`config.mk`:
```
export PLATFORM = sky130hd
export DESIGN_NAME = traffic_lamp_decoder
export DESIGN_NICKNAME = d
export VERILOG_FILES = /design/src/rtl/traffic_pkg.sv /design/src/rtl/traffic_lamp_blinker.sv /design/src/rtl/traffic_lamp_decoder.sv
export SDC_FILE = /design/constraint.sdc
export NUM_CORES = 1
export LEC_CHECK = 0
export ABC_CLOCK_PERIOD_IN_PS = 2350
export BUFFER_PORTS_ARGS = -buffer_cell sky130_fd_sc_hd__buf_2
export CORE_ASPECT_RATIO = 0.8
export CORE_UTILIZATION = 60
export DETAILED_ROUTE_END_ITERATION = 8
export GPL_TIMING_DRIVEN = 0
export PLACE_DENSITY = 0.92
export SETUP_SLACK_MARGIN = 0.05
export SYNTH_ARGS = -nofsm -noshare
export SYNTH_HDL_FRONTEND = slang
export SYNTH_SLANG_ARGS = --single-unit
export TNS_END_PERCENT = 20
```
`constraint.sdc`:
```
create_clock -name clock -period 2.35 [get_ports clock]
set_clock_uncertainty 0.1 [all_clocks]
set_input_delay 0.3525 -clock clock [delete_from_list [all_inputs] [get_ports clock]]
set_output_delay 0.3525 -clock clock [all_outputs]
set_load 0.01 [all_outputs]
```
`src/rtl/traffic_pkg.sv`:
```
// Shared state encoding for the traffic-light controller and its consumers,
// plus the transition legality table used by the lamp decoder's checker.
package traffic_pkg;

    typedef enum logic [1:0] {
        IDLE   = 2'd0,
        GREEN  = 2'd1,
        YELLOW = 2'd2,
        RED    = 2'd3
    } traffic_state_e;

    localparam int unsigned BLINK_CNT_W = 16;

    function automatic logic is_legal(input traffic_state_e prev, input traffic_state_e next);
        logic ok;
        ok = 1'b0;
        if (next == prev || next == IDLE) begin
            ok = 1'b1;
        end else begin
            case (prev)
                IDLE:    ok = (next == GREEN);
                GREEN:   ok = (next == YELLOW);
                YELLOW:  ok = (next == RED);
                default: ok = 1'b0;
            endcase
        end
        return ok;
    endfunction

endpackage

```
`src/rtl/traffic_lamp_blinker.sv`:
```
// Blink phase generator for the IDLE yellow lamp: the phase toggles every
// BLINK_DIV enabled cycles; disabling clears counter and phase.
module traffic_lamp_blinker
    import traffic_pkg::*;
#(
    parameter int unsigned BLINK_DIV = 4
) (
    input  logic clock,
    input  logic rst,
    input  logic en,
    output logic phase
);

    localparam logic [BLINK_CNT_W-1:0] LAST = BLINK_CNT_W'(BLINK_DIV - 1);

    logic [BLINK_CNT_W-1:0] cnt_q, cnt_d;
    logic                   phase_q, phase_d;

    always_comb begin
        cnt_d   = cnt_q;
        phase_d = phase_q;
        if (!en) begin
            cnt_d   = '0;
            phase_d = 1'b0;
        end else if (cnt_q == LAST) begin
            cnt_d   = '0;
            phase_d = ~phase_q;
        end else begin
            cnt_d = cnt_q + 1'b1;
        end
    end

    always_ff @(posedge clock or posedge rst) begin
        if (rst) begin
            cnt_q   <= '0;
            phase_q <= 1'b0;
        end else begin
            cnt_q   <= cnt_d;
            phase_q <= phase_d;
        end
    end

    assign phase = phase_q;

endmodule

```
`src/rtl/traffic_lamp_decoder.sv`:
```
// Registers the controller state, drives one-hot lamps, measures dwell time and
// (with TRAFFIC_LAMP_CHECK_EN defined) flags illegal state transitions in err.
module traffic_lamp_decoder
    import traffic_pkg::*;
#(
    parameter int unsigned BLINK_DIV = 4,
    parameter int unsigned CNT_W     = 8
) (
    input  logic             clock,
    input  logic             rst,
    input  logic [1:0]       state_in,
    input  logic             clr_err,
    output logic             lamp_red,
    output logic             lamp_yellow,
    output logic             lamp_green,
    output logic [CNT_W-1:0] dwell,
    output logic             err
);

    localparam logic [CNT_W-1:0] DWELL_MAX = {CNT_W{1'b1}};

    traffic_state_e   state_s;
    traffic_state_e   prev_q;
    logic             blink_phase;
    logic             red_q, yellow_q, green_q;
    logic             red_d, yellow_d, green_d;
    logic [CNT_W-1:0] dwell_q, dwell_d;

    assign state_s = traffic_state_e'(state_in);

    traffic_lamp_blinker #(
        .BLINK_DIV (BLINK_DIV)
    ) u_blinker (
        .clock (clock),
        .rst   (rst),
        .en    (state_s == IDLE),
        .phase (blink_phase)
    );

    always_comb begin
        red_d    = 1'b0;
        yellow_d = 1'b0;
        green_d  = 1'b0;
        dwell_d  = '0;
        case (state_s)
            GREEN:   green_d  = 1'b1;
            YELLOW:  yellow_d = 1'b1;
            RED:     red_d    = 1'b1;
            default: yellow_d = blink_phase;
        endcase
        if (state_s == prev_q) begin
            dwell_d = (dwell_q == DWELL_MAX) ? dwell_q : dwell_q + 1'b1;
        end
    end

    always_ff @(posedge clock or posedge rst) begin
        if (rst) begin
            prev_q   <= IDLE;
            red_q    <= 1'b0;
            yellow_q <= 1'b0;
            green_q  <= 1'b0;
            dwell_q  <= '0;
        end else begin
            prev_q   <= state_s;
            red_q    <= red_d;
            yellow_q <= yellow_d;
            green_q  <= green_d;
            dwell_q  <= dwell_d;
        end
    end

`ifdef TRAFFIC_LAMP_CHECK_EN
    logic err_q, err_d;

    // A fresh violation outranks a simultaneous clear.
    always_comb begin
        err_d = err_q;
        if (!is_legal(prev_q, state_s)) begin
            err_d = 1'b1;
        end else if (clr_err) begin
            err_d = 1'b0;
        end
    end

    always_ff @(posedge clock or posedge rst) begin
        if (rst) begin
            err_q <= 1'b0;
        end else begin
            err_q <= err_d;
        end
    end

    assign err = err_q;
`else
    logic unused_clr_err;
    assign unused_clr_err = clr_err;
    assign err            = 1'b0;
`endif

    assign lamp_red    = red_q;
    assign lamp_yellow = yellow_q;
    assign lamp_green  = green_q;
    assign dwell       = dwell_q;

endmodule

```
==> results.toml <==
[run_status]
run_status = "completed"

[logic_synthesis]
synthArstFlopShare_pct = 100
synth.top_cells.by_count = "dfrtp_1, nor2_1, xnor2_1, nor3_1, nand2_1"
synth-xor-area-share_pct = 11.3
synth_edf_count = 0
synth_mux_area_share_pct = 1.43
synth_top_family_by_area = "simple AND/OR/NAND/NOR gates"
synthAdderAreaFrac_pct = 1.79
synth_compound_area_share_pct = 3.76
synth.top_cell.area_share_pct = 53.8
ys_seq_area_share_pct = 53.8
synth.most_common_cell = "dfrtp_1"
avgSynthCellArea_sq_um = 9.97
synth-main-ff-cell = "dfrtp_1"
synthCells = 140
synth_warnings = 0
yosys.area_share.simple_pct = 25.4
syn_area_sq_mm = 0.00140
synth.distinct_cells = 29
synth_seq_cells = 30
synth_fp_nets = 147
synthTopCellsByArea = "dfrtp_1, xnor2_1, nor2_1"
synth_top_area_cell = "dfrtp_1"

[place]
io_buffers = 14
dp_hpwl_microns = 1920
place_congestion = 0.882
placed_cells = 179

[sta]
rsz0062_at_grt = "no"
max_freq_mhz = 509
slew_violations = 0
setup_violations = 0
finalCriticalPeriod_ps = 1970
worstMarginPinSlew_ps = 1100
slew_headroom_pct = 26.8
final.setup.tns_ps = 0
hold_violations = 0
hold_slack_ps = 114
timing.final.crit_share_pct = 83.6

[floorplanning]
ioPinCount = 17
die_area_sq_mm = 0.00253
rows = 15
chipHeight_microns = 45.2
dieWidth_microns = 55.9
initial_utilization_pct = 64.1
floorplan.core_area_sq_mm = 0.00218

[cts]
cts_setup_buffers = 0
ctsResizeCount = 0
htreeDepth = 2
cts_tree = "done"
cts.sinks = 30
root_buffer = "clkbuf_4"
clockBufferDepth = 2
cts_made_buffers = 5
hold_buffers = 0
clk_latency_ps = 320
clk_pin_slew_worst_paths_ps = 90

[power]
leakage_nw = 0.689
p_per_area_mw_per_mm2 = 579
ir_drop_uv = 493

[worst_setup_path]
worstPathArrival_ps = 2080
reg2reg_depth = 6
critPathKind = "reg2reg"
r2r_setup_slack_ps = 380
r2r_start = "u_blinker.cnt_q[0]"
endpoint_kind = "register"
crit_path_start_kind = "register"
crit_fanout = 10
crit_required_ps = 2460
crit_start = "u_blinker.cnt_q[0]"

[grt]
grt_pass1_vias = 1047
antenna_found_initial = 0
grt_overflow_total = 0
grt_max_degree = 31
grt_first_pass_wirelength_microns = 4510
grtUsageTotal_pct = 24.5

[route]
first_iter_violations = 21
drc_errors = 0
wire_per_inst_microns = 14.1
drtAntennaViolNets = 0
first_pass_iters = 5
num_vias = 1084
via_per_inst = 5.80
drt-total-wl_microns = 2640

[layout]
final_cells = 187
drive_above_1_share_pct = 17.3
num_antenna_cells = 0
nets = 168
syn_to_final_growth_pct = 11.6

[min_path]
hp-class = "in2reg"
min_path_cells = 1
worstHoldStart = "state_in[0]"

[run]
cap_viol_max_count = 0
==> worst max-delay path: stages, from the launching register on <==
cell     delay, ps
dfrtp_1        420
ha_1           230
nor4b_1        270
nand4_1        240
nand2_1        240
buf_2          260
nor2_1          90
==> per-layer routing <==
layer  vias up  global-route usage [%]  wire, microns  part of all wire (%)
met5         -                       0              0                     0
met4         0                    14.6             56                   2.1
met3         6                    7.16            118                   4.5
met2        33                    37.8           1220                    46
met1       522                    31.6           1250                    47
li1        523                       -              -                     -
==> cell type report <==
| class | instances | area (sq um) |
|---|---|---|
| Tap cell | 25 | 31.3 |
| Clock buffer | 7 | 55.1 |
| Fill cell | 154 | 619 |
| Sequential cell | 30 | 751 |
| Clock inverter | 1 | 5.00 |
| Buffer | 2 | 12.5 |
| Inverter | 5 | 18.8 |
| Multi-Input combinational cell | 103 | 614 |
| Timing Repair Buffer | 14 | 70.1 |
==> power breakdown <==
group / switching, mW / leakage [nW] / total [mW] / internal (mW)
Combinational: 0.0338 / 0.245 / 0.0514 / 0.0176
Clock: 0.173 / 0.0353 / 0.318 / 0.145
Sequential: 0.00692 / 0.409 / 0.532 / 0.525
Total: 0.214 / 0.689 / 0.901 / 0.687
==> path summary, 6_finish.rpt <==
path,to
max,u_blinker.cnt_q[8]
min,prev_q[0]
max reg2reg,u_blinker.cnt_q[8]
min in group asynchronous,lamp_red
min reg2reg,u_blinker.cnt_q[0]
max in group asynchronous,u_blinker.cnt_q[13]
==> flip-flops by register name (all words and copies together) (netlist names) <==
name	cells
u_blinker.cnt_q	16
dwell	8
prev_q	2
lamp_green	1
lamp_red	1
lamp_yellow	1
u_blinker.phase	1
==> stage by stage <==
step / utilization (%) / setup slack, ps / total power, mW / instance area, sq um
floorplan: - / 748 / 0.575 / 1400
global route: 71.6 / 214 / 0.935 / 1560
CTS: 71.6 / 400 / 0.910 / 1560
global placement: 68.8 / 491 / 0.592 / 1500
detailed placement: 68.8 / 419 / 0.595 / 1500
finish: 71.6 / 384 / 0.901 / 1560
==> cells by family (layout without fill, tap and decap cells) <==
kind of cell | Yosys count | after routing
compound gates | 8 | 8
xor+xnor | 18 | 18
fa+ha+maj | 2 | 2
buf+inv | 7 | 29
flops | 30 | 30
mux | 2 | 2
other cells | 1 | 1
simple gates | 72 | 72
==> placed cells by master (no fill, tap or decap), types with 2 or more instances in the layout <==
master | netlist | final
clkbuf_4 | 0 | 5
nand3_1 | 7 | 7
buf_2 | 1 | 15
nor3_1 | 10 | 10
xnor2_1 | 15 | 15
dfrtp_1 | 30 | 30
inv_1 | 5 | 5
nand4_2 | 2 | 2
a21oi_1 | 3 | 3
nand2_1 | 9 | 9
nand4_1 | 3 | 3
xor2_1 | 3 | 3
nor2_1 | 27 | 27
o21bai_1 | 2 | 2
ha_1 | 2 | 2
mux2i_1 | 2 | 2
nor4_1 | 6 | 6
Power figures use the tool's default switching activity.
